File: config.mk
export PLATFORM = sky130hd
export DESIGN_NAME = spi_regfile_param_flat
export DESIGN_NICKNAME = d
export VERILOG_FILES = /design/src/rtl/spi_regfile_param_if.sv /design/src/rtl/spi_regfile_param.sv /design/src/flat_wrapper.sv
export SDC_FILE = /design/constraint.sdc
export NUM_CORES = 1
export LEC_CHECK = 0
export ABC_AREA = 1
export BUFFER_PORTS_ARGS = -buffer_cell sky130_fd_sc_hd__buf_2
export CELL_PAD_IN_SITES_DETAIL_PLACEMENT = 2
export CELL_PAD_IN_SITES_GLOBAL_PLACEMENT = 2
export CORE_MARGIN = 8
export CORE_UTILIZATION = 33
export CTS_CLUSTER_SIZE = 14
export DETAILED_ROUTE_END_ITERATION = 10
export PLACE_DENSITY_LB_ADDON = 0.15
export SLEW_MARGIN = 0
export SYNTH_ARGS = -nofsm -noshare
export SYNTH_HDL_FRONTEND = slang
export SYNTH_SLANG_ARGS = --single-unit
File: constraint.sdc
create_clock -name clk -period 1.8 [get_ports clk]
set_input_delay 0.09 -clock clk [delete_from_list [all_inputs] [get_ports clk]]
set_output_delay 0.09 -clock clk [all_outputs]
set_load 0.05 [all_outputs]
File: src/rtl/spi_regfile_param_if.sv
// SPI pin bundle between an SPI controller (master) and the register-file slave.
interface spi_regfile_param_if;
  logic sclk;
  logic ncs;
  logic copi;
  logic cipo;
  logic cipo_oe;

  modport master (output sclk, ncs, copi, input cipo, cipo_oe);
  modport slave  (input sclk, ncs, copi, output cipo, cipo_oe);
endinterface

File: src/rtl/spi_regfile_param.sv
// SPI mode-0 slave register file: sclk/ncs/copi are oversampled in the clk domain,
// write frames commit on ncs rising, read frames shift the addressed register out on cipo.
module spi_regfile_param #(
  parameter int DATA_W   = 8,
  parameter int NUM_REGS = 5,
  parameter int ADDR_W   = 7
) (
  input  logic                       clk,
  input  logic                       rst_n,
  spi_regfile_param_if.slave         spi,
  output logic [NUM_REGS*DATA_W-1:0] regs_flat,
  output logic [NUM_REGS-1:0]        wr_strobe,
  output logic                       frame_err
);

  localparam int FRAME_LEN = 1 + ADDR_W + DATA_W;
  localparam int CNT_W     = $clog2(FRAME_LEN + 2);

  localparam logic [CNT_W-1:0] CNT_FULL      = CNT_W'(FRAME_LEN);
  localparam logic [CNT_W-1:0] CNT_SAT       = CNT_W'(FRAME_LEN + 1);
  localparam logic [CNT_W-1:0] CNT_LAST_ADDR = CNT_W'(ADDR_W);
  localparam logic [CNT_W-1:0] CNT_DATA2     = CNT_W'(ADDR_W + 2);
  localparam logic [CNT_W-1:0] CNT_ONE       = CNT_W'(1);

  typedef enum logic [1:0] {
    ST_IDLE   = 2'd0,
    ST_ACTIVE = 2'd1,
    ST_COMMIT = 2'd2
  } state_t;

  logic [2:0] sclk_sync_q;
  logic [2:0] ncs_sync_q;
  logic [1:0] copi_sync_q;

  state_t                      state_q, state_d;
  logic [CNT_W-1:0]            cnt_q, cnt_d;
  logic [FRAME_LEN-1:0]        frame_q, frame_d;
  logic [DATA_W-1:0]           tx_q, tx_d;
  logic                        rd_q, rd_d;
  logic [NUM_REGS*DATA_W-1:0]  regs_q, regs_d;
  logic [NUM_REGS-1:0]         wr_strobe_q, wr_strobe_d;
  logic                        frame_err_q, frame_err_d;
  logic                        cipo_q, cipo_d;
  logic                        cipo_oe_q, cipo_oe_d;

  logic                        sclk_rise_s;
  logic                        sclk_fall_s;
  logic                        ncs_rise_s;
  logic                        ncs_fall_s;
  logic                        copi_s;
  logic [FRAME_LEN-1:0]        frame_shift_s;
  logic [ADDR_W-1:0]           commit_addr_s;
  logic [DATA_W-1:0]           commit_data_s;

  // Register value at an address; out-of-range addresses read as zero.
  function automatic logic [DATA_W-1:0] reg_at(input logic [ADDR_W-1:0]          addr,
                                               input logic [NUM_REGS*DATA_W-1:0] regs);
    logic [DATA_W-1:0] val;
    val = '0;
    for (int i = 0; i < NUM_REGS; i++) begin
      val = (addr == ADDR_W'(i)) ? regs[i*DATA_W +: DATA_W] : val;
    end
    return val;
  endfunction

  // Two-flop synchronisers plus one history flop for edge detection.
  always_ff @(posedge clk) begin
    if (!rst_n) begin
      sclk_sync_q <= 3'b000;
      ncs_sync_q  <= 3'b111;
      copi_sync_q <= 2'b00;
    end else begin
      sclk_sync_q <= {sclk_sync_q[1:0], spi.sclk};
      ncs_sync_q  <= {ncs_sync_q[1:0], spi.ncs};
      copi_sync_q <= {copi_sync_q[0], spi.copi};
    end
  end

  assign sclk_rise_s   = sclk_sync_q[1] & ~sclk_sync_q[2];
  assign sclk_fall_s   = ~sclk_sync_q[1] & sclk_sync_q[2];
  assign ncs_rise_s    = ncs_sync_q[1] & ~ncs_sync_q[2];
  assign ncs_fall_s    = ~ncs_sync_q[1] & ncs_sync_q[2];
  assign copi_s        = copi_sync_q[1];
  assign frame_shift_s = {frame_q[FRAME_LEN-2:0], copi_s};
  assign commit_addr_s = frame_q[DATA_W +: ADDR_W];
  assign commit_data_s = frame_q[DATA_W-1:0];

  // Frame FSM, bit capture, read shifter and commit logic.
  always_comb begin
    state_d     = state_q;
    cnt_d       = cnt_q;
    frame_d     = frame_q;
    tx_d        = tx_q;
    rd_d        = rd_q;
    regs_d      = regs_q;
    wr_strobe_d = '0;
    frame_err_d = 1'b0;
    case (state_q)
      ST_IDLE: begin
        if (ncs_fall_s) begin
          state_d = ST_ACTIVE;
          cnt_d   = '0;
          frame_d = '0;
          tx_d    = '0;
          rd_d    = 1'b0;
        end else begin
          state_d = ST_IDLE;
        end
      end
      ST_ACTIVE: begin
        if (ncs_rise_s) begin
          state_d = ST_COMMIT;
        end else if (sclk_rise_s) begin
          frame_d = (cnt_q < CNT_FULL) ? frame_shift_s : frame_q;
          cnt_d   = (cnt_q == CNT_SAT) ? cnt_q : cnt_q + CNT_ONE;
          // Read data is fetched as soon as the final address bit arrives.
          if ((cnt_q == CNT_LAST_ADDR) && !frame_shift_s[ADDR_W]) begin
            rd_d = 1'b1;
            tx_d = reg_at(frame_shift_s[ADDR_W-1:0], regs_q);
          end else begin
            rd_d = rd_q;
          end
        end else if (sclk_fall_s && rd_q && (cnt_q >= CNT_DATA2)) begin
          tx_d = tx_q << 1'd1;
        end else begin
          state_d = ST_ACTIVE;
        end
      end
      ST_COMMIT: begin
        if (ncs_fall_s) begin
          state_d = ST_ACTIVE;
          cnt_d   = '0;
          frame_d = '0;
          tx_d    = '0;
          rd_d    = 1'b0;
        end else begin
          state_d = ST_IDLE;
          rd_d    = 1'b0;
          tx_d    = '0;
          if (cnt_q != CNT_FULL) begin
            frame_err_d = 1'b1;
          end else if (frame_q[FRAME_LEN-1]) begin
            for (int i = 0; i < NUM_REGS; i++) begin
              if (commit_addr_s == ADDR_W'(i)) begin
                regs_d[i*DATA_W +: DATA_W] = commit_data_s;
                wr_strobe_d[i]             = 1'b1;
              end else begin
                regs_d[i*DATA_W +: DATA_W] = regs_q[i*DATA_W +: DATA_W];
                wr_strobe_d[i]             = 1'b0;
              end
            end
          end else begin
            frame_err_d = 1'b0;
          end
        end
      end
      default: begin
        state_d = ST_IDLE;
      end
    endcase
    cipo_d    = (state_d == ST_ACTIVE) & rd_d & tx_d[DATA_W-1];
    cipo_oe_d = ~ncs_sync_q[1];
  end

  // State and output registers.
  always_ff @(posedge clk) begin
    if (!rst_n) begin
      state_q     <= ST_IDLE;
      cnt_q       <= '0;
      frame_q     <= '0;
      tx_q        <= '0;
      rd_q        <= 1'b0;
      regs_q      <= '0;
      wr_strobe_q <= '0;
      frame_err_q <= 1'b0;
      cipo_q      <= 1'b0;
      cipo_oe_q   <= 1'b0;
    end else begin
      state_q     <= state_d;
      cnt_q       <= cnt_d;
      frame_q     <= frame_d;
      tx_q        <= tx_d;
      rd_q        <= rd_d;
      regs_q      <= regs_d;
      wr_strobe_q <= wr_strobe_d;
      frame_err_q <= frame_err_d;
      cipo_q      <= cipo_d;
      cipo_oe_q   <= cipo_oe_d;
    end
  end

  assign regs_flat   = regs_q;
  assign wr_strobe   = wr_strobe_q;
  assign frame_err   = frame_err_q;
  assign spi.cipo    = cipo_q;
  assign spi.cipo_oe = cipo_oe_q;

endmodule
File: src/flat_wrapper.sv
// flat-port wrapper written by rule: the top's interface ports become plain ports
module spi_regfile_param_flat 
#(
  parameter int DATA_W   = 8,
  parameter int NUM_REGS = 5,
  parameter int ADDR_W   = 7
)
  (clk, rst_n, regs_flat, wr_strobe, frame_err, spi_sclk, spi_ncs, spi_copi, spi_cipo, spi_cipo_oe);
  spi_regfile_param_if spi_i ();
  input  logic clk;
  input  logic rst_n;
  output logic [NUM_REGS*DATA_W-1:0] regs_flat;
  output logic [NUM_REGS-1:0] wr_strobe;
  output logic frame_err;
  input wire logic [$bits(spi_i.sclk)-1:0] spi_sclk;
  input wire logic [$bits(spi_i.ncs)-1:0] spi_ncs;
  input wire logic [$bits(spi_i.copi)-1:0] spi_copi;
  output wire logic [$bits(spi_i.cipo)-1:0] spi_cipo;
  output wire logic [$bits(spi_i.cipo_oe)-1:0] spi_cipo_oe;
  assign spi_i.sclk = spi_sclk;
  assign spi_i.ncs = spi_ncs;
  assign spi_i.copi = spi_copi;
  assign spi_cipo = spi_i.cipo;
  assign spi_cipo_oe = spi_i.cipo_oe;
  spi_regfile_param #(.DATA_W(DATA_W), .NUM_REGS(NUM_REGS), .ADDR_W(ADDR_W)) u_core (.clk(clk), .rst_n(rst_n), .spi(spi_i), .regs_flat(regs_flat), .wr_strobe(wr_strobe), .frame_err(frame_err));
endmodule
==> run summary <==
Core Region -> 0.0114 mm2
leakage power of the design -> 0.00236 uW
pin slew with the least headroom to its limit -> 421 ps
Area Growth Syn to Fin -> 40.4%
number of search-and-repair iterations in the first detailed-routing pass -> 4
final antenna diode count -> 0
filler cell count -> 1255
list of most frequent post-synthesis cells -> sky130_fd_sc_hd__dfxtp_1, sky130_fd_sc_hd__nand2_1, sky130_fd_sc_hd__a21oi_1
Syn Nets -> 515
largest fanout on the critical path -> 5
top cells by area in the synthesized netlist -> sky130_fd_sc_hd__dfxtp_1, sky130_fd_sc_hd__a21oi_1, sky130_fd_sc_hd__nand2_1, sky130_fd_sc_hd__o21ai_0, sky130_fd_sc_hd__inv_1
delay of the slowest cell on the worst path -> 370 ps
switching power total -> 1140 uW
cell area after synthesis -> 0.00387 mm2
Clock Path Buffers -> 2
antenna-violating nets left -> 0
most common flop cell mapped by yosys -> sky130_fd_sc_hd__dfxtp_1
Netlist cell types -> 38
status -> finished, violations left
number of warnings printed during yosys synthesis -> 0
post-place setup slack -> -104 ps
number of register bits inferred by synthesis -> 88
count leader, synth -> sky130_fd_sc_hd__dfxtp_1
cell family contributing the most delay on the critical path -> simple AND/OR/NAND/NOR gates
highest clock rate -> 0.509 GHz
global route total overflow -> 0
NumNets Final -> 626
total number of vias -> 4213
Initial DRC Count -> 247
Post-Syn Instances -> 507
net switching fraction of the power -> 25.6%
dpl hpwl -> 10.5 mm
cell area power density -> 824 mW/mm2
final setup vio count -> 23
sinks on the clock net -> 88
number of maximum-capacitance violations -> 0
ys async rst share -> 0%
share of cells above drive strength 1 -> 34.0%
sum of buffers and inverters on the critical path -> 4
clock network power share -> 46.3%
buffer type at the clock tree root -> sky130_fd_sc_hd__clkbuf_16
standard cell with the maximum stage delay on the critical path -> sky130_fd_sc_hd__dfxtp_4
Final Hold Fails -> 0
number of enable-type register cells in the synthesized netlist -> 0
per-cell routed wire length -> 23.5 um
Avg Inst Size Synth -> 7.63 um2
logic gate share of total power -> 9.0%
final worst setup slack -> -163 ps
sequential element share of the synthesized area -> 45.6%
antenna violations before repair -> 0
Port Buf Inserts -> 52
Initial Util -> 33.9%
Arr. time, crit path -> 2240 ps
Num CTS Buffers -> 9
cells traversed along the worst timing path -> inv_4 -> ha_4 -> nand2_4 -> nor2_4 -> nand4_4 -> buf_6 -> nor4_4 -> buf_4 -> buf_12 -> o21ai_1 -> a21oi_1
worst-skew pair later-pin latency -> 360 ps
weighted congestion reported at the end of routability-driven placement -> 0.814
Sequential Power Share -> 44.7%
source of the worst hold timing path -> rst_n
skew final -> 12.1 ps
internal power consumption -> 3330 uW
CTS H-tree lvls -> 3
standard-cell rows -> 39
cell type contributing the most total cell area after synthesis -> sky130_fd_sc_hd__dfxtp_1
worst-case headroom to the max-slew limit -> 71.9%
violated checks -> setup timing
instance count along the most critical hold path -> 3
die boundary width -> 124 um
via density per instance -> 5.50
first-pass GRT wire length -> 23.6 mm
Min Hold Slack -> 106 ps
vias in the first global route -> 4319
setup slack of the most critical reg-to-reg path -> -160 ps
Slew Viols, Final -> 0
end of the worst hold path -> u_core.sclk_sync_q[1]$_SDFF_PN0_
worst reg2reg path startpoint -> u_core.cnt_q[1]$_SDFFE_PN0P_
kind of path behind the tightest hold check -> in -> reg
data required time at the worst endpoint -> 2080 ps
global-route total usage across every layer -> 18.9%
CP Capture Type -> register
period utilization -> 109%
area used by sequential logic in the layout -> 0.00177 mm2
maximum resistive drop on vdd -> 0.496 mV
area of combinational cells with multiple inputs -> 0.00197 mm2
type of the setup path with the least slack -> reg -> reg
worst reg2reg path endpoint -> u_core.regs_flat[14]$_SDFFE_PN0P_
clock transition at the register clock pins on the worst setup and hold paths after CTS -> 60 ps
clock period minus final worst setup slack -> 1960 ps
depth of the worst register-to-register path -> 11
number of design rule violations left after detail routing -> 0
kind of start point of the critical path -> register
die height -> 124 um
Routed WL -> 18.0 mm
TritonCTS clock tree -> done
Die Area -> 0.0154 mm2
area share of the largest cell type after synthesis -> 45.6%
unrepaired setup endpoints after global routing -> true
total I/O pin count -> 53
pin count of the biggest net entering global routing -> 24
-- worst register-to-register path, delay by kind of cell (launching register included) --
kind | cells | cell delay, ps
flops | 1 | 370
compound gates | 2 | 240
buf+inv | 4 | 560
simple gates | 4 | 570
fa+ha+maj | 1 | 140
-- cell type report --
cell class / instances / share of cell area, %
Multi-Input combinational cell: 334 / 36.2
Inverter: 65 / 4.84
Clock inverter: 2 / 0.645
Clock buffer: 14 / 5.23
Timing Repair Buffer: 120 / 17.2
Tap cell: 143 / 3.30
Sequential cell: 88 / 32.6
-- through the flow --
stage	std cells	instance area [um2]	util [%]	setup TNS (ps)	power (uW)
floorplan	507	3870	-	0	2230
global placement	722	4530	39.6	-27.5	2350
detailed placement	722	4530	39.6	-849	2360
CTS	752	5040	44.1	-4.02	4400
global route	766	5430	47.5	-5280	4610
finish	766	5430	47.5	-1520	4470
-- worst max-delay path by stage --
stage / start / endpoint / slack [ps] / cells past startpoint
floorplan: u_core.cnt_q[0]$_SDFFE_PN0P_ / u_core.regs_flat[26]$_SDFFE_PN0P_ / 170 / 11
global placement: u_core.cnt_q[0]$_SDFFE_PN0P_ / u_core.regs_flat[20]$_SDFFE_PN0P_ / -30 / 9
detailed placement: u_core.cnt_q[1]$_SDFFE_PN0P_ / u_core.regs_flat[21]$_SDFFE_PN0P_ / -100 / 9
CTS: u_core.cnt_q[1]$_SDFFE_PN0P_ / u_core.regs_flat[17]$_SDFFE_PN0P_ / -4 / 10
global route: u_core.cnt_q[1]$_SDFFE_PN0P_ / u_core.regs_flat[14]$_SDFFE_PN0P_ / -260 / 11
finish: u_core.cnt_q[1]$_SDFFE_PN0P_ / u_core.regs_flat[14]$_SDFFE_PN0P_ / -160 / 11
-- placed cells by master, fill, tap and decap left out, drive strengths merged, types with 3 or more instances in the layout --
cell,instances
buf,114
dfxtp,88
nand2,84
a21oi,67
inv,63
o21ai,57
nand3,41
nor2,37
clkbuf,17
a211oi,11
nor3,8
o211ai,7
nand4,6
or2,5
dlygate4sd3,3
nor4,3
ha,3
-- power by group through the flow --
| stage | clock network, uW | logic (uW) | registers [uW] |
|---|---|---|---|
| after global routing | 2180 | 429 | 2000 |
| after global placement | 0 | 311 | 2040 |
| after CTS | 2060 | 345 | 2000 |
| final | 2070 | 403 | 2000 |
| after floorplan | 0 | 193 | 2040 |
| after detailed placement | 0 | 324 | 2040 |
-- timing repair --
action	in CTS	in global routing
hold buffers	3	0
hold endpoints to repair	3	0
pin swaps	3	14
setup endpoints to repair	26	48
buffers inserted	10	13
gates resized for setup	15	89
gates cloned	1	3
-- logic make-up after synthesis --
logic type / Yosys count / synth area share, %
simple gates: 186 / 23.3
compound gates: 145 / 20.6
flops: 88 / 45.6
buf+inv: 85 / 9.48
fa+ha+maj: 3 / 0.971
-- state kept, by name, summed over array words and instances (netlist names) --
register and count:
u_core.spi.cipo 1, u_core.copi_sync_q 2, u_core.tx_q 8, u_core.sclk_sync_q 3, u_core.spi.cipo_oe 1, u_core.state_q 2
u_core.cnt_q 5, u_core.ncs_sync_q 3, u_core.rd_q 1, u_core.regs_flat 40, u_core.frame_err 1, u_core.wr_strobe 5
u_core.frame_q 16
-- layer usage --
| layer | up-vias | routed length, um | global-route usage [%] |
|---|---|---|---|
| met2 | 92 | 9170 | 31.4 |
| met3 | 37 | 709 | 4.72 |
| li1 | 1926 | - | - |
| met1 | 2158 | 7640 | 23.5 |
| met4 | 0 | 463 | 5.88 |
| met5 | - | 0 | 0 |
No activity file was read; power rests on OpenSTA's default activity.
